===== src/rtl/ps2_keys_pkg.sv =====
// Shared PS/2 scan-code constants and the break/extended decoder state type.
package ps2_keys_pkg;

   localparam logic [7:0] BREAK     = 8'hF0;
   localparam logic [7:0] EXT       = 8'hE0;
   localparam logic [7:0] KEY_ENTER = 8'h5A;
   localparam logic [7:0] KEY_S     = 8'h1B;
   localparam logic [7:0] KEY_BKSP  = 8'h66;
   localparam logic [7:0] KEY_ESC   = 8'h76;

   // States are prefixed so they do not collide with the EXT scan-code constant.
   typedef enum logic [1:0] {
      ST_IDLE,
      ST_BRK,
      ST_EXT,
      ST_EXT_BRK
   } ps2_state_t;

endpackage


===== src/rtl/hex_word_fifo.sv =====
// Small synchronous FIFO for committed words; head word is shown combinationally.
module hex_word_fifo #(
   parameter  int WIDTH = 33,
   parameter  int DEPTH = 4,
   localparam int PW    = $clog2(DEPTH),
   localparam int LW    = $clog2(DEPTH + 1)
) (
   input  logic             clk,
   input  logic             rst,
   input  logic             push,
   input  logic [WIDTH-1:0] push_data,
   input  logic             pop,
   output logic [WIDTH-1:0] pop_data,
   output logic             full,
   output logic             empty,
   output logic [LW-1:0]    level
);

   logic [WIDTH-1:0] mem [DEPTH];
   logic [PW-1:0]    wr_ptr;
   logic [PW-1:0]    rd_ptr;
   logic             do_push;
   logic             do_pop;

   // Full is judged on the current level, so a same-cycle pop never rescues a push into a full FIFO.
   assign full     = (level == LW'(DEPTH));
   assign empty    = (level == '0);
   assign do_push  = push && !full;
   assign do_pop   = pop && !empty;
   assign pop_data = mem[rd_ptr];

   // Storage is cleared on reset so the head reads zero while empty.
   always_ff @(posedge clk or posedge rst) begin
      if (rst) begin
         for (int i = 0; i < DEPTH; i++) mem[i] <= '0;
      end else if (do_push) begin
         mem[wr_ptr] <= push_data;
      end
   end

   // Pointers wrap naturally because DEPTH is a power of two.
   always_ff @(posedge clk or posedge rst) begin
      if (rst) begin
         wr_ptr <= '0;
         rd_ptr <= '0;
         level  <= '0;
      end else begin
         if (do_push) wr_ptr <= wr_ptr + PW'(1);
         if (do_pop)  rd_ptr <= rd_ptr + PW'(1);
         level <= level + LW'(do_push) - LW'(do_pop);
      end
   end

endmodule


===== src/rtl/ps2_to_hex.sv =====
// Combinational decoder from PS/2 set-2 main-row scan codes to a hex digit.
module ps2_to_hex (
   input  logic [7:0] scan_code,
   output logic [3:0] hex,
   output logic       is_hex
);

   // Lookup of the sixteen hex keys; anything else reports is_hex = 0.
   always_comb begin
      hex    = 4'h0;
      is_hex = 1'b1;
      case (scan_code)
         8'h45: hex = 4'h0;
         8'h16: hex = 4'h1;
         8'h1E: hex = 4'h2;
         8'h26: hex = 4'h3;
         8'h25: hex = 4'h4;
         8'h2E: hex = 4'h5;
         8'h36: hex = 4'h6;
         8'h3D: hex = 4'h7;
         8'h3E: hex = 4'h8;
         8'h46: hex = 4'h9;
         8'h1C: hex = 4'hA;
         8'h32: hex = 4'hB;
         8'h21: hex = 4'hC;
         8'h23: hex = 4'hD;
         8'h24: hex = 4'hE;
         8'h2B: hex = 4'hF;
         default: is_hex = 1'b0;
      endcase
   end

endmodule


===== src/rtl/ps2_hex_entry_fifo.sv =====
// PS/2 hex-entry front end: break-code decoding, digit accumulation and a commit FIFO.
module ps2_hex_entry_fifo
   import ps2_keys_pkg::*;
#(
   parameter  int NIBBLES  = 8,
   parameter  int DEPTH    = 4,
   parameter  int SHIFT_IN = 1,
   localparam int W        = 4 * NIBBLES,
   localparam int CW       = $clog2(NIBBLES + 1),
   localparam int LW       = $clog2(DEPTH + 1)
) (
   input  logic          CLOCK_50,
   input  logic          reset,
   input  logic [7:0]    scan_data,
   input  logic          scan_valid,
   output logic [W-1:0]  entry_value,
   output logic [CW-1:0] digit_count,
   output logic          did_change,
   output logic          enter,
   output logic          submit,
   output logic          reject,
   output logic [W-1:0]  word_data,
   output logic          word_last,
   output logic          word_valid,
   input  logic          word_ready,
   output logic [LW-1:0] fifo_level
);

   ps2_state_t    state;
   ps2_state_t    state_next;
   logic          act_valid;
   logic [7:0]    act_code;
   logic [3:0]    key_hex;
   logic          key_is_hex;
   logic          fifo_full;
   logic          fifo_empty;
   logic [W:0]    head;
   logic          push;
   logic [W:0]    push_word;
   logic [W-1:0]  entry_next;
   logic [CW-1:0] count_next;
   logic          change_next;
   logic          enter_next;
   logic          submit_next;
   logic          reject_next;

   ps2_to_hex u_decode (
      .scan_code (act_code),
      .hex       (key_hex),
      .is_hex    (key_is_hex)
   );

   hex_word_fifo #(
      .WIDTH (W + 1),
      .DEPTH (DEPTH)
   ) u_fifo (
      .clk       (CLOCK_50),
      .rst       (reset),
      .push      (push),
      .push_data (push_word),
      .pop       (word_ready),
      .pop_data  (head),
      .full      (fifo_full),
      .empty     (fifo_empty),
      .level     (fifo_level)
   );

   assign word_data  = head[W-1:0];
   assign word_last  = head[W];
   assign word_valid = !fifo_empty;

   // Decoder state register; a reset drops any half-received prefix.
   always_ff @(posedge CLOCK_50 or posedge reset) begin
      if (reset) state <= ST_IDLE;
      else       state <= state_next;
   end

   // Prefix tracking: only a released key (or keypad Enter release) produces an action.
   always_comb begin
      state_next = state;
      act_valid  = 1'b0;
      act_code   = scan_data;
      if (scan_valid) begin
         case (state)
            ST_IDLE: begin
               if (scan_data == BREAK)    state_next = ST_BRK;
               else if (scan_data == EXT) state_next = ST_EXT;
            end
            ST_BRK: begin
               act_valid  = 1'b1;
               state_next = ST_IDLE;
            end
            ST_EXT: begin
               state_next = (scan_data == BREAK) ? ST_EXT_BRK : ST_IDLE;
            end
            ST_EXT_BRK: begin
               act_valid  = (scan_data == KEY_ENTER);
               state_next = ST_IDLE;
            end
            default: state_next = ST_IDLE;
         endcase
      end
   end

   // Work out the effect of a released key on the entry word, the pulses and the FIFO.
   always_comb begin
      entry_next  = entry_value;
      count_next  = digit_count;
      change_next = 1'b0;
      enter_next  = 1'b0;
      submit_next = 1'b0;
      reject_next = 1'b0;
      push        = 1'b0;
      push_word   = {1'b0, entry_value};
      if (act_valid) begin
         if (key_is_hex) begin
            if (digit_count < CW'(NIBBLES)) begin
               if (SHIFT_IN != 0) begin
                  entry_next = (entry_value << 4) | W'(key_hex);
               end else begin
                  for (int i = 0; i < NIBBLES; i++)
                     if (i == int'(digit_count)) entry_next[4*i +: 4] = key_hex;
               end
               count_next  = digit_count + CW'(1);
               change_next = 1'b1;
            end else begin
               reject_next = 1'b1;
            end
         end else begin
            case (act_code)
               KEY_BKSP: begin
                  if (digit_count != '0) begin
                     if (SHIFT_IN != 0) begin
                        entry_next = entry_value >> 4;
                     end else begin
                        for (int i = 0; i < NIBBLES; i++)
                           if (i == int'(digit_count) - 1) entry_next[4*i +: 4] = 4'h0;
                     end
                     count_next  = digit_count - CW'(1);
                     change_next = 1'b1;
                  end
               end
               KEY_ESC: begin
                  entry_next  = '0;
                  count_next  = '0;
                  change_next = (digit_count != '0);
               end
               KEY_ENTER, KEY_S: begin
                  if (!fifo_full) begin
                     push        = 1'b1;
                     push_word   = {(act_code == KEY_S), entry_value};
                     entry_next  = '0;
                     count_next  = '0;
                     change_next = 1'b1;
                     enter_next  = (act_code == KEY_ENTER);
                     submit_next = (act_code == KEY_S);
                  end else begin
                     reject_next = 1'b1;
                  end
               end
               default: ;
            endcase
         end
      end
   end

   // Register the entry word and the one-cycle status pulses.
   always_ff @(posedge CLOCK_50 or posedge reset) begin
      if (reset) begin
         entry_value <= '0;
         digit_count <= '0;
         did_change  <= 1'b0;
         enter       <= 1'b0;
         submit      <= 1'b0;
         reject      <= 1'b0;
      end else begin
         entry_value <= entry_next;
         digit_count <= count_next;
         did_change  <= change_next;
         enter       <= enter_next;
         submit      <= submit_next;
         reject      <= reject_next;
      end
   end

endmodule


===== config.mk =====
export PLATFORM = sky130hd
export DESIGN_NAME = ps2_hex_entry_fifo
export DESIGN_NICKNAME = d
export VERILOG_FILES = /design/src/rtl/ps2_keys_pkg.sv /design/src/rtl/hex_word_fifo.sv /design/src/rtl/ps2_to_hex.sv /design/src/rtl/ps2_hex_entry_fifo.sv
export SDC_FILE = /design/constraint.sdc
export NUM_CORES = 1
export LEC_CHECK = 0
export CAP_MARGIN = 10
export CORE_ASPECT_RATIO = 0.8
export CORE_UTILIZATION = 44
export DETAILED_ROUTE_END_ITERATION = 12
export PLACE_DENSITY_LB_ADDON = 0.05
export SKIP_CTS_REPAIR_TIMING = 1
export SYNTH_ARGS = -nofsm -noshare
export SYNTH_HDL_FRONTEND = slang
export SYNTH_HIERARCHICAL = 1
export SYNTH_SLANG_ARGS = --single-unit

===== constraint.sdc =====
create_clock -name CLOCK_50 -period 4 [get_ports CLOCK_50]
set_input_delay 0.6 -clock CLOCK_50 [delete_from_list [all_inputs] [get_ports CLOCK_50]]
set_output_delay 0.6 -clock CLOCK_50 [all_outputs]
set_load 0.03 [all_outputs]

* Word level (Yosys, flattened, before mapping)
Index checks and enable logic that the tools add are counted.
** Word-level totals
- Register bits :: 181
- Input bits :: 12
- Output and inout bits :: 77
- Logic and storage cells :: 121
** Cells by class
- Add/sub/neg operators :: 6
- Order comparisons :: 4
- Equality and inequality tests :: 30
- Muxes and demuxes :: 50
- Bitwise operators :: 3
- Reduce and logical (&&, ||, !) cells :: 14
** Operators with widths (number)
- 33-bit two-way mux :: 7
- 132-bit bitwise mux :: 1
- 32-bit two-way mux :: 4
- 32-bit one-hot mux with 3 select lines :: 1
- 8-bit by 6-bit == test with 1-bit output, second input constant :: 11
- 33-bit binary-select mux with 2-bit select :: 1
- 33-bit demux with 2-bit select :: 1
- 4-bit one-hot mux with 15 select lines :: 1
- 8-bit by 7-bit == test with 1-bit output, second input constant :: 5
- 8-bit by 5-bit == test with 1-bit output, second input constant :: 4
- 32-bit by 4-bit bitwise OR with 32-bit output :: 1
- 1-bit two-way mux :: 23
- 8-bit == test, second input constant :: 2
- 4-bit two-way mux :: 4
- 16-bit OR reduction :: 1
- 4-bit one-hot mux with 3 select lines :: 1
- 3-bit inequality test, second input constant :: 3
- 4-bit nonzero test :: 2
- 3-bit >= comparator, second input constant :: 2
- 2-bit two-way mux :: 3
- 2-bit NOT with 3-bit output :: 2
- 2-bit one-hot mux with 3 select lines :: 1
- 5-bit AND reduction :: 1
- 2-bit by 1-bit adder with 2-bit output, second input constant :: 2
- other kinds (18) :: 23

* Longest topological paths before layout
- Depth in word-level cells :: 8
- Mapped depth :: 15
- Mapped depth without buffers :: 14

* Hierarchy
Netlist, hierarchy kept.
** Modules (own cells, without submodules)
- hex_word_fifo :: times used 1, cells each 358, area each 6720.2 µm², seq. area each 3478.3 µm²
- ps2_hex_entry_fifo :: times used 1, cells each 227, area each 2200.9 µm², seq. area each 1051.0 µm²
- ps2_to_hex :: times used 1, cells each 60, area each 372.9 µm², seq. area each 0.0 µm²

* Worst setup path before layout
OpenSTA, ideal clock, no wires.
- Kind :: input port to flip-flop
- From :: input port scan_data[5]
- To :: register u_fifo.level[2]
- Setup time :: 0.123 ns
- Arrival time :: 3.359 ns
- Data required time :: 3.877 ns
- Setup slack :: 0.518 ns
- Cell stages on the path :: 15
- Buffers on the path :: 1
- Cells stage by stage :: clkbuf_1 -> nand4b_1 -> nand2_1 -> o211ai_1 -> nand4b_1 -> nor4b_4 -> nand3_2 -> nor2_1 -> nand2_1 -> ha_1 -> inv_1 -> ha_1 -> fa_1 -> xnor2_1 -> xnor2_1
** Between the ends
- Word-level cells in the longest chain between the ends :: 8
- Elaborated cells on any way between the ends :: 29
- Those cells by class :: add/sub: 2; eq/ne: 18; mux: 6; reduce/logical: 3
** RTL lines
- start, declared :: RTL line ps2_hex_entry_fifo.sv:14 : input logic [7:0] scan_data,
- 8-bit by 7-bit == test with 1-bit output, or another cell as far along :: RTL line ps2_to_hex.sv:12 : case (scan_code)
- 16-bit OR reduction (no line) *
- 1-bit two-way mux * :: RTL line ps2_to_hex.sv:12
- via key_is_hex :: RTL line ps2_hex_entry_fifo.sv:34 : logic key_is_hex;
- 1-bit two-way mux * :: RTL line ps2_hex_entry_fifo.sv:116 : if (key_is_hex) begin
- 1-bit two-way mux * :: RTL line ps2_hex_entry_fifo.sv:115 : if (act_valid) begin
- via push :: RTL line ps2_hex_entry_fifo.sv:38 : logic push;
- 1-bit logical AND * :: RTL line hex_word_fifo.sv:28 : assign do_push = push && !full;
- 3-bit by 1-bit adder with 3-bit output * :: RTL line hex_word_fifo.sv:50 : level <= level + LW'(do_push) - LW'(do_pop);
- 3-bit by 1-bit subtractor with 3-bit output * :: RTL line hex_word_fifo.sv:50
- end signal, assigned :: RTL line hex_word_fifo.sv:50
- end, declared :: RTL line hex_word_fifo.sv:16 : output logic [LW-1:0] level
The timed path passes the listed nets; every way through them passes the cells marked *.
A chain may end at the register's enable or synchronous reset.

* Worst setup path after layout
- From :: input port scan_data[3]
- To :: register u_fifo.level[2]
Same word-level chain as after synthesis.

==> summary.json <==
{
  "power.ir.vdd_worst": {"value": 0.000292, "unit": "V"},
  "setup.worst_path.end_class": {"value": "register"},
  "compound_gate_portion_of_the_synthesized_area": {"value": 6.84, "unit": "%"},
  "clk_pin_slew_worst_paths": {"value": 0.07, "unit": "ns"},
  "postRouteWirelength": {"value": 21.3, "unit": "mm"},
  "finClkSkew": {"value": 0.00971, "unit": "ns"},
  "setup.reg_to_reg.worst_slack": {"value": 1.18, "unit": "ns"},
  "critical_path.reg2reg.startpoint": {"value": "u_fifo/level[2]"},
  "gp_routability_congestion": {"value": 0.797},
  "routed_via_density": {"value": 5.54},
  "gr-usage-all-layers": {"value": 21.1, "unit": "%"},
  "finish.net_count": {"value": 764},
  "synth_nets": {"value": 666},
  "synth_cell_type_count": {"value": 65},
  "p_leak": {"value": 4.80, "unit": "nW"},
  "finalCriticalPeriod": {"value": 3.68, "unit": "ns"},
  "worst_ep_arrival_time": {"value": 3.99, "unit": "ns"},
  "final_cell_mix": {"value": "dfrtp_1 (180), mux2_4 (120), clkdlybuf4s50_1 (88)"},
  "outcome": {"value": "complete, no violations"},
  "clock_sink_count": {"value": 181},
  "cts_htree_levels": {"value": 4},
  "max-slew-margin-rel": {"value": 36.4, "unit": "%"},
  "min_period_over_period": {"value": 92.1, "unit": "%"},
  "final-hold-violation-count": {"value": 0},
  "holdCritPathClass": {"value": "register to register"},
  "ys_ff_latch": {"value": 181},
  "die_w": {"value": 164, "unit": "um"},
  "route.detailed.wl_per_inst": {"value": 20.8, "unit": "um"},
  "maxClockFrequency": {"value": 271, "unit": "MHz"},
  "yosys_warnings": {"value": 6},
  "synthDominantAreaCellType": {"value": "dfrtp_1"},
  "slew_viol_final": {"value": 0},
  "stdcell_count": {"value": 1024},
  "drt-pass1-iter-count": {"value": 5},
  "synth_top_cells_by_area": {"value": "dfrtp_1 (49%), mux2_4 (19%), mux4_2 (8.0%)"},
  "final-setup-viol-count": {"value": 0},
  "synthesis.area": {"value": 0.00929, "unit": "mm2"},
  "synthAdderAreaFrac": {"value": 1.29, "unit": "%"},
  "numCtsBuffers": {"value": 17},
  "power.density": {"value": 381, "unit": "mW/mm2"},
  "grt_pass1_vias": {"value": 6087},
  "initialDrtViolationCount": {"value": 362},
  "floorplan.rows": {"value": 47},
  "placed_cells_incl_taps": {"value": 993},
  "design_power_total": {"value": 4.22, "unit": "mW"},
  "buffer_ports.inserted": {"value": 88},
  "mostFrequentLayoutCell": {"value": "dfrtp_1"},
  "worst_slack_after_detailed_placement": {"value": -0.0941, "unit": "ns"},
  "worstPathRequired": {"value": 4.31, "unit": "ns"},
  "finalHoldWorstSlack": {"value": 0.507, "unit": "ns"},
  "yosys.area.top_type_share": {"value": 48.7, "unit": "%"},
  "cts_tree": {"value": "built"},
  "yosys_most_used_dff": {"value": "dfrtp_1"},
  "fin_tns_setup": {"value": 0, "unit": "ns"},
  "boundaryPins": {"value": 89},
  "worstMarginPinSlew": {"value": 0.952, "unit": "ns"},
  "synth_top_family_by_area": {"value": "multiplexers"},
  "synth_mux_area_share": {"value": 29.3, "unit": "%"},
  "grt_pass1_wl": {"value": 35.1, "unit": "mm"},
  "grt_start_max_net_pins": {"value": 81},
  "worst_r2r_endpoint": {"value": "u_fifo/level[2]"},
  "setup_repair_after_global_routing_missed_its_margin": {"value": "false"},
  "critPathMaxFanout": {"value": 11},
  "total_core_area": {"value": 0.0207, "unit": "mm2"},
  "number_of_diodes": {"value": 0},
  "start_util": {"value": 44.9, "unit": "%"},
  "worst_setup_path_start_kind": {"value": "input port"},
  "async_flop_share": {"value": 100, "unit": "%"},
  "post_synthesis_area_per_instance": {"value": 14.4, "unit": "um2"},
  "maxCapViolations": {"value": 0},
  "gate_count_after_technology_mapping": {"value": 645},
  "synth_seq_area_share": {"value": 48.7, "unit": "%"},
  "timing.critical_path.to": {"value": "u_fifo/level[2]"},
  "synth_edf_count": {"value": 0},
  "syn_to_final_growth": {"value": 18.9, "unit": "%"},
  "fp.dieArea": {"value": 0.0217, "unit": "mm2"},
  "timing.critical_path.from": {"value": "scan_data[3]"},
  "vias": {"value": 5676},
  "clk_path_buf_depth": {"value": 2},
  "post_detailed_route_drc_marker_count": {"value": 0},
  "drive_above_1_share": {"value": 33.8, "unit": "%"},
  "simple_gate_share_of_the_synthesized_area": {"value": 7.35, "unit": "%"},
  "die_h": {"value": 132, "unit": "um"},
  "type_of_the_setup_path_with_the_least_slack": {"value": "input port to register"},
  "ctsRootBufferMaster": {"value": "clkbuf_16"},
  "final_antenna_net_count": {"value": 0},
  "globalRouteOverflowTotal": {"value": 0},
  "worstRegToRegCells": {"value": 12},
  "number_of_antenna_violations_at_the_first_check_in_global_routing": {"value": 0},
  "half_perimeter_wire_length_after_detailed_placement": {"value": 13.8, "unit": "mm"},
  "xor_xnor_share_of_the_synthesized_area": {"value": 0.848, "unit": "%"},
  "timing.final.ws_setup": {"value": 0.315, "unit": "ns"},
  "clk_latency": {"value": 0.43, "unit": "ns"}
}
==> critical path, stage by stage <==
cell	delay, ns
clkdlybuf4s50_1	0.70
nand2b_1	0.14
a31oi_1	0.24
nor4_1	0.12
nand4b_1	0.26
nor4b_4	0.37
nand3_2	0.12
nor2_1	0.13
nand2_1	0.09
ha_1	0.28
inv_1	0.04
ha_1	0.21
fa_1	0.41
xnor2_1	0.14
xnor2_1	0.13
==> worst min-delay path by stage <==
stage | startpoint | end | slack (ns) | cells past startpoint
floorplan | u_fifo/mem[63] | u_fifo/mem[63] | 0.48 | 1
global placement | u_fifo/mem[63] | u_fifo/mem[63] | 0.48 | 1
detailed placement | u_fifo/mem[60] | u_fifo/mem[60] | 0.49 | 1
CTS | u_fifo/mem[45] | u_fifo/mem[45] | 0.51 | 1
global route | u_fifo/mem[25] | u_fifo/mem[25] | 0.53 | 1
finish | u_fifo/mem[130] | u_fifo/mem[130] | 0.51 | 1
==> layout make-up <==
type,instances,area (um2)
clock buffer,19,443
clock inverter,12,124
fill,1716,9650
inverter,20,78.8
multi-input combinational,399,4250
sequential,181,4530
tap,269,337
timing repair buffer,124,1290
==> Yosys cell counts, types with 2 or more instances <==
library cell  count
nand4bb_1         2
nor3_1            4
and4bb_2          2
nand4_1           3
a31oi_1           3
nand2_1          51
o21ai_1          14
or3_1             2
and3_1            6
a21oi_1           6
inv_1            20
nor2_1            9
xnor2_1           6
nand2b_1          5
buf_12           12
xor2_1            3
buf_2            12
clkbuf_2          2
mux2_2           14
a211oi_1          2
a22oi_1          28
buf_4             2
nand3b_1          2
nor4bb_1          2
buf_6             8
mux4_2           33
nand3_1           7
or4b_1            2
nand4b_1          4
nor4_1            2
ha_1              8
mux2i_1           2
o22ai_1           2
clkbuf_1          9
o21ai_0          23
o21a_1            3
dfrtp_1         181
o211ai_1          3
mux2_4          120
==> sequential cells by signal, summed over array words and instances (netlist names) <==
name and cells:
digit_count 4, u_fifo/mem 132, did_change 1, entry_value 32, reject 1, u_fifo/rd_ptr 2
u_fifo/wr_ptr 2, enter 1, state 2, submit 1, u_fifo/level 3
==> power breakdown <==
part,internal [mW],leakage (nW),switching [mW]
Sequential,1.86,2.51,0.0995
Combinational,0.294,2.02,0.340
Clock,0.884,0.269,0.739
Total,3.04,4.80,1.18
==> metrics by stage <==
stage               util (%)  cell area [um2]
finish                  53.4            11100
global route            53.4            11100
global placement        50.7            10500
detailed placement      50.7            10500
CTS                     53.4            11100
floorplan                  -             9300
==> per-layer routing <==
metal  vias up  global-route usage, %  wire length, um
met5         -                      0                0
li1       2568                      -                -
met2       116                   32.3             9920
met3        18                   4.22              792
met4         0                   5.56              216
met1      2974                   30.7            10400
==> cells by family after synthesis <==
logic type                 after synthesis
and+or+nand+nor                        118
adders and majority gates                9
buffers and inverters                   65
xor gates and xnor gates                 9
DFF                                    181
muxes                                  169
AOI/OAI and AO/OA                       94
No activity file was read; power rests on OpenSTA's default activity.
